`src/rtl/cbc_enc_ctrl.sv`:
```
`timescale 1ns/1ps
// Purpose : CBC-mode encryption sequencer around a shared AES-128 core (start/done handshake).
// Latency : pt accept at edge N -> aes_start in cycle N+1 -> ct_valid the cycle after aes_done (min 2 cycles).
// Backpr. : one block in flight; ct_valid/ct_data held until ct_ready, pt_ready low until ct accepted.
//
// Ports:
//   clk, rst_n                 - clock, async active-low reset
//   cfg_valid/ready/key/iv     - key + IV load, accepted only in IDLE
//   pt_valid/ready/data/last   - plaintext stream, accepted only in WAIT_PT
//   ct_valid/ready/data/last   - ciphertext stream, held stable until accepted
//   aes_start/in/key/done/out  - external AES core interface
//   abort                      - synchronous return to IDLE, highest priority
//   msg_done                   - one-cycle pulse after the last ciphertext handshake
//   err                        - sticky core timeout flag, cleared by the next config
//   blk_cnt                    - ciphertext blocks delivered in current message (saturating)
module cbc_enc_ctrl #(
  parameter int BLK_W   = 128,
  parameter int CNT_W   = 16,
  parameter int TIMEOUT = 64
) (
  input  logic             clk,
  input  logic             rst_n,
  input  logic             cfg_valid,
  output logic             cfg_ready,
  input  logic [BLK_W-1:0] cfg_key,
  input  logic [BLK_W-1:0] cfg_iv,
  input  logic             pt_valid,
  output logic             pt_ready,
  input  logic [BLK_W-1:0] pt_data,
  input  logic             pt_last,
  output logic             ct_valid,
  input  logic             ct_ready,
  output logic [BLK_W-1:0] ct_data,
  output logic             ct_last,
  output logic             aes_start,
  output logic [BLK_W-1:0] aes_in,
  output logic [BLK_W-1:0] aes_key,
  input  logic             aes_done,
  input  logic [BLK_W-1:0] aes_out,
  input  logic             abort,
  output logic             msg_done,
  output logic             err,
  output logic [CNT_W-1:0] blk_cnt
);

  localparam int TMR_W = (TIMEOUT > 2) ? $clog2(TIMEOUT) : 1;
  localparam logic [TMR_W-1:0] TMR_MAX = TMR_W'(TIMEOUT - 1);

  typedef enum logic [1:0] {
    IDLE    = 2'd0,
    WAIT_PT = 2'd1,
    ENC     = 2'd2,
    OUT     = 2'd3
  } state_t;

  state_t state, state_nxt;

  logic [BLK_W-1:0] key_reg;
  logic [BLK_W-1:0] chain_reg;
  logic             last_reg;
  logic [TMR_W-1:0] timer;

  logic cfg_hs;
  logic pt_hs;
  logic ct_hs;
  logic tmo_hit;

  assign cfg_hs  = cfg_valid & cfg_ready;
  assign pt_hs   = pt_valid & pt_ready;
  assign ct_hs   = ct_valid & ct_ready;
  // Timeout only fires when the core has not answered in this same cycle.
  assign tmo_hit = (state == ENC) && !aes_done && (timer == TMR_MAX);
  assign aes_key = key_reg;

  always_ff @(posedge clk or negedge rst_n) begin
    if (!rst_n) begin
      state <= IDLE;
    end else begin
      state <= state_nxt;
    end
  end

  always_comb begin
    state_nxt = state;
    cfg_ready = 1'b0;
    pt_ready  = 1'b0;
    case (state)
      IDLE: begin
        cfg_ready = 1'b1;
        if (cfg_hs) state_nxt = WAIT_PT;
      end
      WAIT_PT: begin
        pt_ready = 1'b1;
        if (pt_hs) state_nxt = ENC;
      end
      ENC: begin
        if (aes_done)     state_nxt = OUT;
        else if (tmo_hit) state_nxt = IDLE;
      end
      OUT: begin
        if (ct_hs) state_nxt = ct_last ? IDLE : WAIT_PT;
      end
      default: state_nxt = IDLE;
    endcase
    // Abort overrides every other transition; any handshake seen this cycle is dropped.
    if (abort) state_nxt = IDLE;
  end

  always_ff @(posedge clk or negedge rst_n) begin
    if (!rst_n) begin
      key_reg   <= '0;
      chain_reg <= '0;
      last_reg  <= 1'b0;
      timer     <= '0;
      aes_in    <= '0;
      aes_start <= 1'b0;
      ct_data   <= '0;
      ct_last   <= 1'b0;
      ct_valid  <= 1'b0;
      blk_cnt   <= '0;
      err       <= 1'b0;
      msg_done  <= 1'b0;
    end else begin
      // Pulses default low every cycle.
      aes_start <= 1'b0;
      msg_done  <= 1'b0;
      if (abort) begin
        // Key, chain, count and err are kept; only the in-flight block is dropped.
        ct_valid <= 1'b0;
      end else begin
        case (state)
          IDLE: begin
            if (cfg_hs) begin
              key_reg   <= cfg_key;
              chain_reg <= cfg_iv;
              blk_cnt   <= '0;
              err       <= 1'b0;
            end
          end
          WAIT_PT: begin
            if (pt_hs) begin
              aes_in    <= pt_data ^ chain_reg;
              last_reg  <= pt_last;
              aes_start <= 1'b1;
              timer     <= '0;
            end
          end
          ENC: begin
            if (aes_done) begin
              ct_data   <= aes_out;
              chain_reg <= aes_out;
              ct_last   <= last_reg;
              ct_valid  <= 1'b1;
            end else if (tmo_hit) begin
              err <= 1'b1;
            end else begin
              timer <= timer + TMR_W'(1);
            end
          end
          OUT: begin
            if (ct_hs) begin
              ct_valid <= 1'b0;
              if (blk_cnt != '1) blk_cnt <= blk_cnt + CNT_W'(1);
              if (ct_last) msg_done <= 1'b1;
            end
          end
          default: ;
        endcase
      end
    end
  end

endmodule

```
`config.mk`:
```
export PLATFORM = sky130hd
export DESIGN_NAME = cbc_enc_ctrl
export DESIGN_NICKNAME = d
export VERILOG_FILES = /design/src/rtl/cbc_enc_ctrl.sv
export SDC_FILE = /design/constraint.sdc
export NUM_CORES = 1
export LEC_CHECK = 0
export ABC_AREA = 1
export CORE_AREA = 2 2 360 362
export DETAILED_ROUTE_END_ITERATION = 10
export DIE_AREA = 0 0 362 364
export PLACE_DENSITY = 0.46
export SKIP_CTS_REPAIR_TIMING = 1
export SKIP_LAST_GASP = 1
export SYNTH_ARGS = -nofsm -noshare
export SYNTH_HDL_FRONTEND = slang
export SYNTH_SLANG_ARGS = --single-unit
export TNS_END_PERCENT = 1
```
`constraint.sdc`:
```
create_clock -name clk -period 2.4 [get_ports clk]
set_input_delay 0.72 -clock clk [delete_from_list [all_inputs] [get_ports clk]]
set_output_delay 0.72 -clock clk [all_outputs]
set_load 0.01 [all_outputs]
```
# --- Word level (Yosys, flattened, before mapping) ---
# Cells that the tools add are included.
# Widths: inputs -> output; s select.
word_totals:
  out_inout_bits: 407
  elab_cells: 91
  inputBits: 520
  ff_bits: 542
classes:
  n_addsub: 2
  bitwise_logic: 5
  eq_ne: 18
  reduce_logical: 17
  mux: 36
ops:
  columns: ["operator", "n"]
  rows:
  - ["$mux 128", 2]
  - ["$pmux 128 s2", 1]
  - ["$xor 128x128->128", 1]
  - ["$mux 16", 3]
  - ["$pmux 16 s2", 1]
  - ["$mux 6", 3]
  - ["$add 16x1->16 const B", 1]
  - ["$mux 1", 16]
  - ["$ne 16x16->1 const B", 1]
  - ["$ne 2x2->1 const B", 8]
  - ["$reduce_and 5->1", 3]
  - ["$mux 2", 6]
  - ["$ne 3x3->1 const B", 4]
  - ["$pmux 6 s2", 1]
  - ["$reduce_and 3->1", 4]
  - ["$pmux 2 s4", 1]
  - ["$reduce_and 4->1", 2]
  - ["$add 6x1->6 const B", 1]
  - ["$eq 6x6->1 const B", 1]
  - ["$reduce_bool 2->1", 3]
  - ["$eq 2x2->1 const B", 2]
  - ["$ne 4x4->1 const B", 1]
  - ["$pmux 1 s2", 2]
  - ["$and 1x1->1", 3]
  - ["6 further kinds", 7]

# --- Logic depth before layout (Yosys ltp) ---
# Gate-level depths: netlist (run 1).
logic_depth:
  ltp_word: 7
  depth_mapped: 10
  mapped_depth_nobuf: 9

# --- Worst setup path before layout (run 1) ---
# OpenSTA, ideal clock, no wires.
synth_path:
  kind: "input to register"
  from: "input port abort"
  to: "register key_reg[100] (netlist: aes_key[100])"
  n_path_buf: 3
  arrival_ps: 1870
  cell_stages: 6
  t_required_ps: 2275
  setup_ps: 125
  slack_ps: 406
  cell_sequence: "buf_2 > inv_1 > nand3_1 > clkbuf_1 > buf_2 > mux2_2"
synth_via:
  elab_chain_len: 2
synth_lines:
  columns: ["element", "line_no", "text"]
  rows:
  - ["start, declared", "40", "input logic abort,"]
  - ["$not 1->1 (no line)", null, null]
  - ["$reduce_and 3->1 (no line)", null, null]
  - ["end signal, assigned", "134", "key_reg <= cfg_key;"]
  - ["end, declared", "58", "logic [BLK_W-1:0] key_reg;"]
# Every way passes these cells.
# A chain may end at the register's enable or synchronous reset.

# --- Final worst setup path (run 1) ---
layout_path:
  from: "register blk_cnt[2]"
  to: "output port blk_cnt[2]"
layout_rtl:
  columns: ["element", "line_no", "text"]
  rows:
  - ["start, declared", "43", "output logic [CNT_W-1:0] blk_cnt"]
  - ["start signal, assigned", "163", "if (blk_cnt != '1) blk_cnt <= blk_cnt + CNT_W'(1);"]
# No word-level cell between the ends.

==> results of run 1 <==
## Yosys cell counts (2+ instances only)
cell        n
a21oi_1   134
a31oi_1   129
buf_2      79
clkbuf_1   51
dfrtp_1   542
ha_1        2
inv_1      20
inv_2       3
mux2_2    129
nand2_1   734
nand3_1    26
nand3b_1    5
nand4_1     4
nor2_1    287
nor2_2      2
nor3_1      4
o21ai_0    21
xnor2_1   128
xor2_1      6
## metal layers
metal  part of all wire, %  wire length (microns)  GRT usage, %  vias up
met2                    49                  49000          24.7      598
li1                      -                      -             -     9527
met4                   2.8                   2780          5.35       14
met3                   7.1                   7090          4.25      136
met5                 0.083                     83             0        -
met1                    41                  41200          18.0     9556
## cell type report
class / count / share of cell area (%)
clock inverters: 20 / 0.864
clock buffers: 109 / 5.79
well taps: 1675 / 5.61
flip-flops and latches: 542 / 36.3
repair buffers: 1049 / 28.8
diodes: 9 / 0.0603
inverters: 23 / 0.244
multi-input cells: 1613 / 22.4
## cells in the final DEF (no fill, tap or decap), types with 6 or more instances in the layout
cell and count:
buf_4 79, a31oi_1 129, mux2_2 129, dfrtp_1 542, nand2_1 733, clkbuf_16 74
clkdlybuf4s50_1 922, clkbuf_8 18, buf_12 43, xor2_1 6, a21oi_1 133, clkinv_2 7
inv_1 20, o21ai_0 21, clkbuf_1 17, nor2_1 285, diode_2 9, xnor2_1 128
bufinv_16 6, nand3_1 25
## metrics by stage
stage	TNS, ns	instances	area (sq um)
6_report	-0.764	5040	37400
5_1_grt	-4.10	5038	37400
4_1_cts	-5.84	5030	37300
3_5_place_dp	-108.71	4901	34800
3_3_place_gp	-105.34	4901	34800
2_1_floorplan	0	2308	22500
## worst min path at each step
stage	start	to	slack (ns)	cells past startpoint
after global routing	ct_data[118]	ct_data[118]	0.49	2
after global placement	ct_data[2]	ct_data[2]	0.45	2
after floorplan	rst_n	aes_in[0]	0.42	0
after detailed placement	ct_data[20]	ct_data[20]	0.46	2
after CTS	rst_n	aes_in[93]	-0.13	1
final	ct_data[69]	ct_data[69]	0.46	2
## where the power goes
group | total (mW) | internal, mW | leakage, nW | switching [mW]
logic | 19.1 | 10.3 | 8.09 | 8.76
registers | 16.3 | 13.5 | 6.37 | 2.79
clock network | 11.3 | 6.90 | 1.22 | 4.43
total | 46.7 | 30.7 | 15.7 | 16.0
## logic make-up after synthesis
family / synth area share (%)
AO/OA/AOI/OAI: 7.05
XOR/XNOR: 5.21
adder cells (fa/ha/maj): 0.111
buffers and inverters: 2.99
flip-flops: 60.2
multiplexers: 6.44
AND/OR/NAND/NOR: 18.0
==> metrics.md, run 1 <==
| Metric | Value |
|---|---|
| Setup Skew | 0.0191 ns |
| Hold slack | 0.465 ns |
| Failing checks | negative setup slack |
| Core region area | 0.128 sq mm |
| First-pass GRT wire length | 142 mm |
| Post-synth EDFFs | 0 |
| Starting density of the core | 17.6% |
| # clock sinks | 542 |
| Die Ht | 364 microns |
| Avg Inst Size Synth | 9.77 sq um |
| Worst setup margin | -0.105 ns |
| Number of max-cap violations | 0 |
| HPWL Detailed | 77.4 mm |
| Endpoints failing setup | 21 |
| Worst slack, placed | -0.332 ns |
| Global route overflow | 0 |
| Top cells by area, synth | dfrtp_1 (60%), nand2_1 (12%), mux2_2 (6.4%) |
| Synth async-reset ratio | 100% |
| Placer Congestion | 0.837 |
| Synth warn | 0 |
| All-Layer GR Usage | 14.8% |
| TritonCTS clock tree | built |
| Worst slew pin tran | 0.634 ns |
| Synth cell types | 21 |
| TritonRoute pass-1 iters | 4 |
| Routed WL | 100 mm |
| Worst Path Max Fanout | 8 |
| Syn Std Cell Area | 0.0225 sq mm |
| Critical Path AT | 1.78 ns |
| Critical path, cell by cell | clkdlybuf4s50_1 |
| Hold WC Path Type | reg -> reg |
| Largest net degree at the start of global routing | 90 |
| H-tree Lvls | 3 |
| Critical path type | reg -> out |
| Bufs and invs on worst path | 1 |
| Routed vias | 19831 |
| CP required | 1.68 ns |
| Routed Antenna Nets | 0 |
| Mapped Nets | 2830 |
| Fillers | 13502 |
| Layout cells sized above 1 | 11.2% |
| Area Growth Syn to Fin | 65.7% |
| Max-slew headroom | 57.4% |
| Mapped Cells | 2308 |
| Critical path's slowest cell | clkdlybuf4s50_1 |
| Reg-to-Reg End | ct_data[79] |
| Crit. path cell count | 1 |
| Initial antenna violation count | 16 |
| Input/output buffers | 926 |
| Area of the multi-input gates | 0.00836 sq mm |
| Status | finished with violations |
| Fmax | 399 MHz |
| Die area | 0.132 sq mm |
| Storage cell area | 0.0136 sq mm |
| CP startpoint | blk_cnt[2] |
| Max VDD drop | 0.000642 V |
| Final Max Tran Viols | 0 |
| Areal power density over the cells | 1250 mW/mm^2 |
| Register-to-register setup slack | 0.40 ns |
| CP Capture Point | blk_cnt[2] |
| Drt first-iter violations | 1037 |
| Maximum buffer depth of the clock tree | 3 |
| R2R cell count | 8 |
| Detail-routed via count per cell | 3.93 |
| Crit path launch type | flop |
| Sequential share of the synthesized area | 60.2% |
| RSZ-0062 raised after global routing | yes |
| Main synth FF type | dfrtp_1 |
| Clock-pin slew on the worst setup and hold paths | 0.05 ns |
| Worst-Skew Late Latency | 0.65 ns |
| Final core utilization | 29.1% |
| Share of the synthesized area in the top cell type | 60.2% |
| Die X | 362 microns |
| I/O pin count | 927 |
| Total Power | 46.7 mW |
| RR Startpoint | state[1] |
| Area leader, netlist | dfrtp_1 |
| Residual DRC count | 0 |
| LEAKAGE | 15.7 nW |
| WL/cell | 19.9 microns |
| Cts bufs inserted | 72 |
| Number of global-route vias before repair | 20065 |
| Clk root buf | clkbuf_16 |
| Nets | 3823 |
| Crit path time final | 2.50 ns |
| Crit path capture type | output pin |
| Site Rows | 132 |
| Final Hold Viols | 0 |
| Largest stage delay, worst path | 0.63 ns |
| Crit path max-delay family | buffers and inverters |
| Fin crit share | 104% |
| Seq cells post-synth | 542 |
Note: power is estimated with default switching activity, not from simulation.
==> run 2, diff against run 1 <==
Settings changed: CORE_AREA 2 2 360 362 to 5 5 353 355, DIE_AREA 0 0 362 364 to 0 0 358 360, MAX_ROUTING_LAYER set to met4, PLACE_DENSITY 0.46 to 0.47.
==> metrics.md, run 2 (same netlist as run 1, synthesis figures left out) <==
| Metric | Value |
|---|---|
| Max-slew headroom | 64.4% (was 57.4%) |
| Site Rows | 128 (was 132) |
| Global route overflow | 0 (unchanged) |
| Hold path depth | 2 (unchanged) |
| Final Cell Area | 0.0370 sq mm (was 0.0374 sq mm) |
| RSZ-0062 raised after global routing | yes (unchanged) |
| Placer Congestion | 0.876 (was 0.837) |
| Crit path time final | 2.49 ns (was 2.50 ns) |
| Metal-1 WL | 43.6 mm (was 41.2 mm) |
| Final Hold Viols | 0 (unchanged) |
| Metal2 WL | 51.9 mm (was 49.0 mm) |
| Placed instance area | 0.0346 sq mm (was 0.0348 sq mm) |
| Number of max-cap violations | 0 (unchanged) |
| Setup Skew | 0.0273 ns (was 0.0191 ns) |
| Largest net degree at the start of global routing | 81 (was 90) |
| Hold WC Path Type | reg -> reg (unchanged) |
| Critical path type | reg -> out (unchanged) |
| Die area | 0.129 sq mm (was 0.132 sq mm) |
| I/O pin count | 927 (unchanged) |
| Status | finished with violations (unchanged) |
| Worst slack, placed | -0.0725 ns (was -0.332 ns) |
| Residual DRC count | 0 (unchanged) |
| Starting density of the core | 18.6% (was 17.6%) |
| Top Layer Used | met4 (was met5) |
| LEAKAGE | 15.5 nW (was 15.7 nW) |
| Storage cell area | 0.0136 sq mm (about the same) |
| Area Growth Syn to Fin | 64.1% (was 65.7%) |
| Worst-Skew Late Latency | 0.63 ns (was 0.65 ns) |
| Fin crit share | 104% (about the same) |
| Final Max Tran Viols | 0 (unchanged) |
| Crit path capture type | output pin (unchanged) |
| Clk root buf | clkbuf_16 (unchanged) |
| Critical path's slowest cell | clkdlybuf4s50_1 (unchanged) |
| Maximum buffer depth of the clock tree | 3 (unchanged) |
| Initial antenna violation count | 35 (was 16) |
| Routed vias | 19925 (was 19831) |
| Core region area | 0.121 sq mm (was 0.128 sq mm) |
| Commonest non-fill, non-tap cell in the layout | clkdlybuf4s50_1 (unchanged) |
| TritonCTS clock tree | built (unchanged) |
| Bufs and invs on worst path | 1 (unchanged) |
| WL/cell | 21.1 microns (was 19.9 microns) |
| Nets | 3799 (was 3823) |
| Fmax | 402 MHz (was 399 MHz) |
| Failing checks | negative setup slack (unchanged) |
| Critical path, cell by cell | clkdlybuf4s50_1 (unchanged) |
| Final non-filler cell total | 4988 (was 5040) |
| Worst Path Max Fanout | 7 (was 8) |
| Final core utilization | 30.6% (was 29.1%) |
| Critical Path AT | 1.77 ns (was 1.78 ns) |
| Cts bufs inserted | 70 (was 72) |
| Routed WL | 105 mm (was 100 mm) |
| H-tree Lvls | 3 (unchanged) |
| Commonest non-fill, non-tap cells in the layout | clkdlybuf4s50_1 (923), nand2_1 (733), dfrtp_1 (541), nor2_1 (285), a21oi_1 (133) (was clkdlybuf4s50_1 (922), nand2_1 (733), dfrtp_1 (542), nor2_1 (285), a21oi_1 (133)) |
| Fillers | 12740 (was 13502) |
| Crit path max-delay family | buffers and inverters (unchanged) |
| Clock-pin slew on the worst setup and hold paths | 0.06 ns (was 0.05 ns) |
| HPWL Detailed | 81.6 mm (was 77.4 mm) |
| CP required | 1.68 ns (about the same) |
| Total Power | 46.2 mW (was 46.7 mW) |
| Areal power density over the cells | 1250 mW/mm^2 (about the same) |
| Worst slew pin tran | 0.530 ns (was 0.634 ns) |
| Routed Antenna Nets | 0 (unchanged) |
| Drt first-iter violations | 1300 (was 1037) |
| Post-placement cell count | 4829 (was 4901) |
| TritonRoute pass-1 iters | 5 (was 4) |
| Largest stage delay, worst path | 0.61 ns (was 0.63 ns) |
| Number of global-route vias before repair | 20291 (was 20065) |
| All-Layer GR Usage | 16.2% (was 14.8%) |
| Die X | 358 microns (was 362 microns) |
| Endpoints failing setup | 13 (was 21) |
| First-pass GRT wire length | 148 mm (was 142 mm) |
| Max VDD drop | 0.000582 V (was 0.000642 V) |
| Input/output buffers | 926 (unchanged) |
| WL met3 | 6.83 mm (was 7.09 mm) |
| # clock sinks | 542 (unchanged) |
| R2R cell count | 8 (unchanged) |
| Area of the multi-input gates | 0.00836 sq mm (unchanged) |
| Detail-routed via count per cell | 3.99 (was 3.93) |
| Crit. path cell count | 1 (unchanged) |
| Crit path launch type | flop (unchanged) |
| Die Ht | 360 microns (was 364 microns) |
| Worst setup margin | -0.0870 ns (was -0.105 ns) |
| Layout cells sized above 1 | 10.5% (was 11.2%) |
[run 2: changes by cell type in the layout (fill, tap and decap cells not counted), moves of 2 or more]
cell / change
clkbuf_8: -4
clkbuf_16: -3
buf_12: -2
diode_2: +25
clkinv_2: +2
bufinv_16: -2
buf_4: -20
[run 2: worst min-delay path: stages (launching register included)]
cell     delay [ns]
dfrtp_1        0.34
nand2_1        0.05
nand2_1        0.04
[run 2: final cells by class]
class	count	area share, %
diodes	34	0.230
clock buffers	102	5.50
clock inverters	22	0.754
inverters	23	0.240
multi-input cells	1613	22.6
flip-flops and latches	542	36.7
well taps	1625	5.50
repair buffers	1027	28.5
[run 2: metal layers]
| layer | up-vias | track usage (%) |
|---|---|---|
| li1 | 9491 | - |
| met1 | 9688 | 19.4 |
| met3 | 140 | 4.19 |
| met4 | 0 | 5.63 |
| met2 | 606 | 26.4 |
| met5 | - | - |
[run 2: worst paths after layout]
check                             start              to  slack [ns]
setup reg to reg               state[1]   chain_reg[96]        0.36
max in group asynchronous         rst_n      aes_in[27]        0.86
setup / recovery            blk_cnt[14]     blk_cnt[14]       -0.09
min in group asynchronous         rst_n  chain_reg[104]        0.61
hold reg to reg            ct_data[117]    ct_data[117]        0.47
hold / removal             ct_data[117]    ct_data[117]        0.47
[run 2: power breakdown]
part	total (mW)	switching [mW]	internal, mW	leakage, nW
registers	16.3	2.74	13.5	6.37
clock network	10.8	4.43	6.36	1.13
logic	19.2	8.93	10.2	7.97
[run 2: per-stage QoR]
step / hold slack (ns) / TNS (ns)
2_1_floorplan: 0.424 / 0
3_3_place_gp: 0.454 / -0.794
3_5_place_dp: 0.457 / -2.96
4_1_cts: -0.0423 / -3.32
5_1_grt: 0.479 / -3.27
6_report: 0.465 / -0.521
==> run 3, diff against run 2 <==
Settings changed: CELL_PAD_IN_SITES_DETAIL_PLACEMENT set to 2, CELL_PAD_IN_SITES_GLOBAL_PLACEMENT set to 2, CORE_AREA 5 5 353 355 to 5 5 355 357, DIE_AREA 0 0 358 360 to 0 0 360 362, PLACE_DENSITY 0.47 to 0.68, REMOVE_ABC_BUFFERS set to 1.
==> metrics.md, run 3 (same netlist as run 1, synthesis figures left out) <==
| Metric | Value |
|---|---|
| Status | finished with violations (unchanged) |
| Failing checks | negative setup slack (unchanged) |
| Critical path type | reg -> out (unchanged) |
| Sw Pwr | 16.7 mW (was 16.1 mW) |
| Endpoints failing setup | 15 (was 13) |
| Routed Antenna Nets | 0 (unchanged) |
| Core region area | 0.123 sq mm (was 0.121 sq mm) |
| Storage cell area | 0.0136 sq mm (about the same) |
| Maximum buffer depth of the clock tree | 3 (unchanged) |
| Areal power density over the cells | 1260 mW/mm^2 (was 1250 mW/mm^2) |
| RSZ-0062 raised after global routing | yes (unchanged) |
| Routed WL | 116 mm (was 105 mm) |
| Fin crit share | 105% (was 104%) |
| RR Startpoint | state[1] (unchanged) |
| Worst slack, placed | -0.0449 ns (was -0.0725 ns) |
| Fillers | 13600 (was 12740) |
| CP required | 1.68 ns (about the same) |
| Power share of the combinational group | 41.9% (was 41.5%) |
| Post-placement cell count | 4884 (was 4829) |
| Detail-routed via count per cell | 4.15 (was 3.99) |
| Crit path time final | 2.51 ns (was 2.49 ns) |
| TritonRoute pass-1 iters | 4 (was 5) |
| Hold WC Path Type | reg -> reg (unchanged) |
| Placer Congestion | 0.830 (was 0.876) |
| H-tree Lvls | 3 (unchanged) |
| R2R cell count | 9 (was 8) |
| Crit path capture type | output pin (unchanged) |
| Worst slew pin tran | 0.525 ns (was 0.530 ns) |
| Final non-filler cell total | 5045 (was 4988) |
| First-pass GRT wire length | 165 mm (was 148 mm) |
| Sequential share of power | 34.8% (was 35.2%) |
| Final Hold Viols | 0 (unchanged) |
| Final Cell Area | 0.0374 sq mm (was 0.0370 sq mm) |
| Crit path max-delay family | buffers and inverters (unchanged) |
| Total Power | 47.0 mW (was 46.2 mW) |
| I/O pin count | 927 (unchanged) |
| Commonest non-fill, non-tap cells in the layout | clkdlybuf4s50_1 (923), nand2_1 (733), dfrtp_1 (542), nor2_1 (285), a21oi_1 (133) (was clkdlybuf4s50_1 (923), nand2_1 (733), dfrtp_1 (541), nor2_1 (285), a21oi_1 (133)) |
| Fmax | 398 MHz (was 402 MHz) |
| Net Sw Frac | 35.5% (was 34.8%) |
| LEAKAGE | 15.7 nW (was 15.5 nW) |
| Internal power | 30.4 mW (was 30.1 mW) |
| Input/output buffers | 926 (unchanged) |
| WL/cell | 22.9 microns (was 21.1 microns) |
| Largest net degree at the start of global routing | 71 (was 81) |
| Drt first-iter violations | 902 (was 1300) |
| Placed instance area | 0.0349 sq mm (was 0.0346 sq mm) |
| Clock network power share | 23.3% (about the same) |
| Commonest non-fill, non-tap cell in the layout | clkdlybuf4s50_1 (unchanged) |
| Worst-Skew Late Latency | 0.63 ns (about the same) |
| TritonCTS clock tree | built (unchanged) |
| Max-slew headroom | 65.0% (was 64.4%) |
| # clock sinks | 542 (unchanged) |
| Worst Path Max Fanout | 8 (was 7) |
| Worst setup margin | -0.115 ns (was -0.0870 ns) |
| Final Max Tran Viols | 0 (unchanged) |
| Largest stage delay, worst path | 0.67 ns (was 0.61 ns) |
| Area Growth Syn to Fin | 65.9% (was 64.1%) |
| CP startpoint | blk_cnt[2] (was blk_cnt[14]) |
| Layout cells sized above 1 | 11.7% (was 10.5%) |
| Final setup TNS | -0.632 ns (was -0.521 ns) |
| Global route overflow | 0 (unchanged) |
| Crit path launch type | flop (unchanged) |
| Crit. path cell count | 1 (unchanged) |
| Clock-pin slew on the worst setup and hold paths | 0.06 ns (about the same) |
| Reg-to-Reg End | chain_reg[24] (was chain_reg[96]) |
| Critical path's slowest cell | clkdlybuf4s50_1 (unchanged) |
| Site Rows | 129 (was 128) |
| Die area | 0.130 sq mm (was 0.129 sq mm) |
| HPWL Detailed | 92.0 mm (was 81.6 mm) |
| Bufs and invs on worst path | 1 (unchanged) |
| Register-to-register setup slack | 0.35 ns (was 0.36 ns) |
| Die X | 360 microns (was 358 microns) |
| Clk root buf | clkbuf_16 (unchanged) |
| Starting density of the core | 18.4% (was 18.6%) |
| Number of global-route vias before repair | 23507 (was 20291) |
| All-Layer GR Usage | 17.6% (was 16.2%) |
| Number of max-cap violations | 0 (unchanged) |
| Routed vias | 20931 (was 19925) |
| Die Ht | 362 microns (was 360 microns) |
| Area of the multi-input gates | 0.00836 sq mm (unchanged) |
| Critical Path AT | 1.79 ns (was 1.77 ns) |
| Initial antenna violation count | 39 (was 35) |
| Max VDD drop | 0.000527 V (was 0.000582 V) |
| Critical path, cell by cell | clkdlybuf4s50_1 (unchanged) |
| CP Capture Point | blk_cnt[2] (was blk_cnt[14]) |
| Cts bufs inserted | 72 (was 70) |
| Setup Skew | 0.0298 ns (was 0.0273 ns) |
| Nets | 3844 (was 3799) |
| Residual DRC count | 0 (unchanged) |
-- run 3: worst min-delay path by stage --
stage           startpoint          end  slack, ns  depth (start not counted)
5_1_grt        ct_data[57]  ct_data[57]       0.49                          2
3_5_place_dp   ct_data[62]  ct_data[62]       0.46                          2
3_3_place_gp   ct_data[55]  ct_data[55]       0.45                          2
4_1_cts              rst_n  ct_data[72]      -0.05                          1
6_report       ct_data[76]  ct_data[76]       0.47                          2
2_1_floorplan        rst_n    aes_in[0]       0.42                          0
-- run 3: final cells by class --
class / instances / area share (%)
Tap cell: 1637 / 5.48
Sequential cell: 542 / 36.3
Clock inverter: 13 / 0.488
Clock buffer: 116 / 5.96
Inverter: 23 / 0.238
Multi-Input combinational cell: 1613 / 22.3
Antenna cell: 31 / 0.207
Timing Repair Buffer: 1070 / 29.0
-- run 3: metrics by stage --
stage          hold WS (ns)  util, %
2_1_floorplan         0.424        -
3_3_place_gp          0.453     28.4
3_5_place_dp          0.460     28.4
4_1_cts             -0.0472     30.4
5_1_grt               0.491     30.5
6_report              0.471     30.5
-- run 3: power by group through the flow --
stage	registers, mW	clock network [mW]	logic, mW
global route	16.9	11.8	21.3
finish	16.4	10.9	19.7
global placement	16.3	0	19.5
CTS	16.5	11.4	20.1
detailed placement	16.6	0	20.0
floorplan	17.4	0	6.45
-- run 3: per-layer routing --
layer | part of all wire [%] | GRT usage [%] | vias to the layer above
li1 | - | - | 9566
met4 | 2.8 | 6.15 | 0
met1 | 39 | 19.2 | 10547
met3 | 7.4 | 5.91 | 145
met5 | 0 | - | -
met2 | 51 | 30.1 | 673
